File: config.mk
export PLATFORM = sky130hd
export DESIGN_NAME = ram_port_controller
export DESIGN_NICKNAME = d
export VERILOG_FILES = /design/src/rtl/ram_port_controller_pkg.sv /design/src/rtl/ram_rd_timer.sv /design/src/rtl/ram_port_controller.sv
export SDC_FILE = /design/constraint.sdc
export NUM_CORES = 1
export LEC_CHECK = 0
export BUFFER_PORTS_ARGS = -buffer_cell sky130_fd_sc_hd__buf_2
export CAP_MARGIN = 20
export CELL_PAD_IN_SITES_DETAIL_PLACEMENT = 1
export CELL_PAD_IN_SITES_GLOBAL_PLACEMENT = 2
export CORE_AREA = 2 2 68 70
export CTS_CLUSTER_SIZE = 40
export DETAILED_ROUTE_END_ITERATION = 10
export DIE_AREA = 0 0 70 72
export PLACE_DENSITY = 0.85
export SYNTH_ARGS = -nofsm -noshare
export SYNTH_HDL_FRONTEND = slang
export SYNTH_SLANG_ARGS = --single-unit
File: constraint.sdc
create_clock -name clk -period 4.25 [get_ports clk]
set_input_delay 0.425 -clock clk [delete_from_list [all_inputs] [get_ports clk]]
set_output_delay 0.425 -clock clk [all_outputs]
set_load 0.02 [all_outputs]
File: src/rtl/ram_port_controller_pkg.sv
// Shared types and defaults for the RAM port controller and its read timer.
package ram_port_controller_pkg;

  localparam int DEF_ADDR_WIDTH = 3;
  localparam int DEF_DATA_WIDTH = 8;
  localparam int DEF_RD_TIMEOUT = 15;

  typedef enum logic [1:0] {
    S_IDLE    = 2'd0,
    S_WRITE   = 2'd1,
    S_RD_WAIT = 2'd2,
    S_RESP    = 2'd3
  } state_e;

  // Counter must be able to hold RD_TIMEOUT itself so it can saturate there.
  function automatic int timer_width(input int rd_timeout);
    return $clog2(rd_timeout + 1);
  endfunction

endpackage

File: src/rtl/ram_rd_timer.sv
// Read-wait timer: counts enabled cycles from a clear, saturates, and flags
// expiry while the count sits at RD_TIMEOUT-1.
module ram_rd_timer
  import ram_port_controller_pkg::*;
#(
  parameter int RD_TIMEOUT = DEF_RD_TIMEOUT
) (
  input  logic clk,
  input  logic rst,
  input  logic clr_i,
  input  logic en_i,
  output logic expire_o
);

  localparam int TW = timer_width(RD_TIMEOUT);
  localparam logic [TW-1:0] LAST = TW'(RD_TIMEOUT - 1);
  localparam logic [TW-1:0] SAT  = TW'(RD_TIMEOUT);

  logic [TW-1:0] count_q;
  logic [TW-1:0] count_d;

  always_comb begin
    count_d = count_q;
    if (clr_i) begin
      count_d = '0;
    end else if (en_i && (count_q != SAT)) begin
      count_d = count_q + 1'b1;
    end
  end

  // NOTE: sequential state is updated with <= so every flop samples the
  // pre-edge value of its neighbours, independent of process ordering.
  always_ff @(posedge clk or posedge rst) begin
    if (rst) begin
      count_q <= '0;
    end else begin
      count_q <= count_d;
    end
  end

  assign expire_o = (count_q == LAST);

endmodule

File: src/rtl/ram_port_controller.sv
// Valid/ready front-end for the single-port RAM: sequences writes and reads
// onto the RAM pins and returns read data (or a timeout error) as a response.
module ram_port_controller
  import ram_port_controller_pkg::*;
#(
  parameter int ADDR_WIDTH = DEF_ADDR_WIDTH,
  parameter int DATA_WIDTH = DEF_DATA_WIDTH,
  parameter int RD_TIMEOUT = DEF_RD_TIMEOUT
) (
  input  logic                  clk,
  input  logic                  rst,
  input  logic                  req_valid,
  output logic                  req_ready,
  input  logic                  req_wr,
  input  logic [ADDR_WIDTH-1:0] req_addr,
  input  logic [DATA_WIDTH-1:0] req_wdata,
  output logic                  rsp_valid,
  input  logic                  rsp_ready,
  output logic [DATA_WIDTH-1:0] rsp_rdata,
  output logic                  rsp_err,
  output logic                  ram_en,
  output logic                  ram_wr_rd,
  output logic [ADDR_WIDTH-1:0] ram_addr,
  output logic [DATA_WIDTH-1:0] ram_data_in,
  input  logic [DATA_WIDTH-1:0] ram_data_out,
  input  logic                  ram_out_en,
  output logic                  busy
);

  state_e                state_q, state_d;
  logic                  ram_en_q, ram_en_d;
  logic                  ram_wr_rd_q, ram_wr_rd_d;
  logic [ADDR_WIDTH-1:0] ram_addr_q, ram_addr_d;
  logic [DATA_WIDTH-1:0] ram_data_in_q, ram_data_in_d;
  logic                  rsp_valid_q, rsp_valid_d;
  logic [DATA_WIDTH-1:0] rsp_rdata_q, rsp_rdata_d;
  logic                  rsp_err_q, rsp_err_d;

  logic timer_clr;
  logic timer_en;
  logic timer_expire;

  ram_rd_timer #(
    .RD_TIMEOUT(RD_TIMEOUT)
  ) u_rd_timer (
    .clk      (clk),
    .rst      (rst),
    .clr_i    (timer_clr),
    .en_i     (timer_en),
    .expire_o (timer_expire)
  );

  // NOTE: every signal written here gets a default first, so no path through
  // the case statement can leave one unassigned and infer a latch.
  always_comb begin
    state_d       = state_q;
    ram_en_d      = ram_en_q;
    ram_wr_rd_d   = ram_wr_rd_q;
    ram_addr_d    = ram_addr_q;
    ram_data_in_d = ram_data_in_q;
    rsp_valid_d   = rsp_valid_q;
    rsp_rdata_d   = rsp_rdata_q;
    rsp_err_d     = rsp_err_q;
    timer_clr     = 1'b0;
    timer_en      = 1'b0;

    case (state_q)
      S_IDLE: begin
        if (req_valid) begin
          ram_addr_d    = req_addr;
          ram_data_in_d = req_wdata;
          ram_wr_rd_d   = req_wr;
          ram_en_d      = 1'b1;
          if (req_wr) begin
            state_d = S_WRITE;
          end else begin
            timer_clr = 1'b1;
            state_d   = S_RD_WAIT;
          end
        end
      end

      S_WRITE: begin
        ram_en_d    = 1'b0;
        ram_wr_rd_d = 1'b0;
        state_d     = S_IDLE;
      end

      S_RD_WAIT: begin
        // out_en is tested first so a late but valid read beats the timeout.
        if (ram_out_en) begin
          rsp_rdata_d = ram_data_out;
          rsp_err_d   = 1'b0;
          rsp_valid_d = 1'b1;
          ram_en_d    = 1'b0;
          state_d     = S_RESP;
        end else if (timer_expire) begin
          rsp_rdata_d = '0;
          rsp_err_d   = 1'b1;
          rsp_valid_d = 1'b1;
          ram_en_d    = 1'b0;
          state_d     = S_RESP;
        end else begin
          timer_en = 1'b1;
        end
      end

      S_RESP: begin
        if (rsp_ready) begin
          rsp_valid_d = 1'b0;
          rsp_err_d   = 1'b0;
          state_d     = S_IDLE;
        end
      end

      default: state_d = S_IDLE;
    endcase
  end

  always_ff @(posedge clk or posedge rst) begin
    if (rst) begin
      state_q       <= S_IDLE;
      ram_en_q      <= 1'b0;
      ram_wr_rd_q   <= 1'b0;
      ram_addr_q    <= '0;
      ram_data_in_q <= '0;
      rsp_valid_q   <= 1'b0;
      rsp_rdata_q   <= '0;
      rsp_err_q     <= 1'b0;
    end else begin
      state_q       <= state_d;
      ram_en_q      <= ram_en_d;
      ram_wr_rd_q   <= ram_wr_rd_d;
      ram_addr_q    <= ram_addr_d;
      ram_data_in_q <= ram_data_in_d;
      rsp_valid_q   <= rsp_valid_d;
      rsp_rdata_q   <= rsp_rdata_d;
      rsp_err_q     <= rsp_err_d;
    end
  end

  // State already sits at IDLE during reset, so ready is masked by rst itself.
  assign req_ready   = (state_q == S_IDLE) && !rst;
  assign busy        = (state_q != S_IDLE);

  assign ram_en      = ram_en_q;
  assign ram_wr_rd   = ram_wr_rd_q;
  assign ram_addr    = ram_addr_q;
  assign ram_data_in = ram_data_in_q;
  assign rsp_valid   = rsp_valid_q;
  assign rsp_rdata   = rsp_rdata_q;
  assign rsp_err     = rsp_err_q;

endmodule

==> impl_metrics.tcl <==
set metrics [dict create \
    status "complete, no violations" \
    synth_top_cells_by_area "sky130_fd_sc_hd__dfrtp_1 (53%), sky130_fd_sc_hd__mux2_2 (8.2%), sky130_fd_sc_hd__ha_1 (6.4%), sky130_fd_sc_hd__a22o_1 (5.1%), sky130_fd_sc_hd__mux2i_1 (3.6%)" \
    classification_of_the_worst_slack_hold_path "in2async" \
    syn2layout_area_growth_pct 29.55 \
    rsz0062_at_grt "false" \
    totalPowerFinal_w 0.001357 \
    worstSetupEndpointType "primary output" \
    clk_transition_reported_paths_ns 0.06 \
    final_period_minus_worst_setup_slack_ns 1.899 \
    layout.filler_cells 492 \
    die_width_um 70 \
    grt_max_degree 25 \
    dpl.cell_count 210 \
    cts_hold_repair.buffers 0 \
    fin_util_pct 41.81 \
    final_routed_wire_length_divided_by_cell_count_um 15.55 \
    cellLeakagePower_nw 0.9100 \
    drt_iter0_markers 14 \
    synth-edff-count 0 \
    syn-num-nets 143 \
    drive_above_1_share_pct 43.03 \
    gpl.final_weighted_congestion 0.7443 \
    place_hpwl_um 2642 \
    clock_path_buffers 2 \
    tns_ns 0 \
    slew_headroom_pct 76.10 \
    diodes 0 \
    syn-mean-instance-area_um2 12.40 \
    tritoncts "built" \
    data_arrival_time_at_the_worst_slack_endpoint_ns 1.47 \
    synth_top_cell_by_area "sky130_fd_sc_hd__dfrtp_1" \
    buffer_ports.inserted 49 \
    cts_num_sinks 29 \
    total_routed_wirelength_um 3375 \
    finalHoldViolCount 0 \
    worst-slew-pin-transition_ns 0.3585 \
    synth_top_area_share_pct 52.73 \
    cts_post_setup_buffers_inserted 0 \
    core_um2 4264 \
    async_s_r_ff_share_synth_pct 100.0 \
    final_non_filler_cell_total 217 \
    die_h_um 72 \
    power_per_cell_area_nw_per_um2 760.9 \
    crit_fanout 6 \
    clock-skew-final_ns 0.005917 \
    seq_cells_post_synth 29 \
    drtAntennaViolNets 0 \
    globalRouteOverflowTotal 0 \
    yosys-top-cells-count "sky130_fd_sc_hd__dfrtp_1 (29), sky130_fd_sc_hd__mux2_2 (10), sky130_fd_sc_hd__a22o_1 (8)" \
    vias_in_the_first_global_route 1271 \
    layout.nets 197 \
    period_share_pct 44.68 \
    cp_data_required_time_ns 3.83 \
    cts.root.buffer_cell "sky130_fd_sc_hd__clkbuf_8" \
    placement.cell_area_um2 1697 \
    groute.usage.overall_pct 14.94 \
    r2r_cells 5 \
    synth.yosys.warnings 0 \
    path_class "reg2out" \
    htree_num_levels 2 \
    most_used_dff_post_synth "sky130_fd_sc_hd__dfrtp_1" \
    worst_setup_path_start_kind "flop" \
    post_cts_resized 0 \
    post-route-drc-count 0 \
    distinct_cells_synth 35 \
    final-max-slew-violation-count 0 \
    synthesis.instances 111 \
    routed_vias 1098 \
    achievable-frequency_ghz 0.5266 \
    clock_latency_ns 0.28 \
    synth-seq-area-share_pct 52.73 \
    antenna_found_initial 0 \
    maxCapViolations 0 \
    avgViaCountPerCell 5.060 \
    row_count 24 \
    floorplan.io_pins 50 \
    synth_most_common_cell "sky130_fd_sc_hd__dfrtp_1" \
    initial_utilization_pct 32.28 \
    finalSetupViolations 0 \
    cts_buf_count 5 \
    dr.pass1.iters 4 \
    syn_area_um2 1376 \
    ir_drop_mv 0.3377 \
    grt_first_pass_wirelength_um 5934 \
    die_area_um2 5040 \
    post_route_cell_area_um2 1783 \
]
-- power breakdown --
part	internal, W	total (W)	switching [W]	leakage [nW]
clock network	0.000128	0.000226	0.0000975	0.0443
logic	0.000269	0.000648	0.000379	0.509
registers	0.000404	0.000484	0.0000800	0.356
-- worst max-delay path, cell delays in order, from the launching register on --
cell and delay [ns]:
sky130_fd_sc_hd__dfrtp_1 0.41, sky130_fd_sc_hd__inv_1 0.14, sky130_fd_sc_hd__ha_1 0.28, sky130_fd_sc_hd__inv_1 0.09
sky130_fd_sc_hd__nor2_1 0.11, sky130_fd_sc_hd__buf_2 0.17
-- sequential cells by signal, summed over array words and instances, names as in the netlist, 2 cells and up --
signal	flops
ram_addr	3
ram_data_in	8
rsp_rdata	8
state_q	2
u_rd_timer.count_q	4
-- layout make-up --
| cell class | instances | area, um2 | area share [%] |
|---|---|---|---|
| Clock buffer | 7 | 86.33 | 4.842 |
| Inverter | 7 | 26.28 | 1.474 |
| Multi-Input combinational cell | 72 | 606.8 | 34.04 |
| Sequential cell | 29 | 725.7 | 40.70 |
| Tap cell | 52 | 65.06 | 3.649 |
| Timing Repair Buffer | 50 | 272.8 | 15.30 |
-- through the flow --
stage / hold slack [ns] / worst slack (ns)
CTS: 0.1104 / 2.334
global route: 0.1171 / 2.200
floorplan: 0.5031 / 2.625
global placement: 0.4782 / 2.710
detailed placement: 0.4023 / 2.545
finish: 0.1069 / 2.351
-- metal layers --
metal  global-route usage, %  routed length, um  up-vias
met3                   4.028                219        8
met5                       0                  0        -
met1                   16.56               1348      539
met4                   5.128                 50        0
li1                        -                  -      511
met2                   27.72               1758       40
-- path summary, 6_finish.rpt --
check / to / slack, ns / from
setup / recovery: req_ready / 2.35 / state_q[0]
hold / removal: ram_data_in[1] / 0.11 / rst
setup reg to reg: state_q[0] / 2.56 / state_q[0]
hold reg to reg: rsp_rdata[2] / 0.50 / rsp_rdata[2]
max in group asynchronous: rsp_rdata[3] / 3.73 / rst
min in group clk: ram_addr[1] / 0.37 / req_addr[1]
-- kinds of logic (layout without fill, tap and decap cells) --
group / Yosys count / count (layout) / synth area share (%)
AOI/OAI and AO/OA: 26 / 26 / 15.27
and+or+nand+nor: 23 / 23 / 9.819
adders and majority gates: 7 / 7 / 6.363
muxes: 16 / 16 / 12.64
DFF: 29 / 29 / 52.73
buffers and inverters: 10 / 64 / 3.182
-- cell usage in the layout, fill, tap and decap left out --
cell type                  Yosys  routed
sky130_fd_sc_hd__a22o_1        8       8
sky130_fd_sc_hd__o31ai_1       2       2
sky130_fd_sc_hd__a21boi_0      1       1
sky130_fd_sc_hd__nand2b_1      4       4
sky130_fd_sc_hd__ha_1          7       7
sky130_fd_sc_hd__nand2_1       3       3
sky130_fd_sc_hd__nand2_2       1       1
sky130_fd_sc_hd__clkbuf_1      0       1
sky130_fd_sc_hd__nand3_2       1       1
sky130_fd_sc_hd__nand3_1       1       1
sky130_fd_sc_hd__o211ai_1      2       2
sky130_fd_sc_hd__a211oi_4      1       1
sky130_fd_sc_hd__mux2i_1       5       5
sky130_fd_sc_hd__nor2b_1       1       1
sky130_fd_sc_hd__o211a_1       1       1
sky130_fd_sc_hd__a211oi_2      1       1
sky130_fd_sc_hd__a31oi_1       2       2
sky130_fd_sc_hd__dfrtp_1      29      29
sky130_fd_sc_hd__o21ai_0       5       5
sky130_fd_sc_hd__a21oi_1       1       1
sky130_fd_sc_hd__and2_1        1       1
sky130_fd_sc_hd__and4_1        1       1
sky130_fd_sc_hd__buf_2         1      49
sky130_fd_sc_hd__o311ai_0      1       1
sky130_fd_sc_hd__clkbuf_8      0       6
sky130_fd_sc_hd__inv_1         7       7
sky130_fd_sc_hd__mux2_1        1       1
sky130_fd_sc_hd__buf_16        0       1
sky130_fd_sc_hd__mux2_2       10      10
sky130_fd_sc_hd__nor2_1        4       4
sky130_fd_sc_hd__and2b_4       1       1
sky130_fd_sc_hd__and2b_1       1       1
sky130_fd_sc_hd__nand3b_1      1       1
sky130_fd_sc_hd__nor3_1        2       2
sky130_fd_sc_hd__nand4_1       1       1
sky130_fd_sc_hd__o41ai_1       1       1
Power figures use the tool's default switching activity.
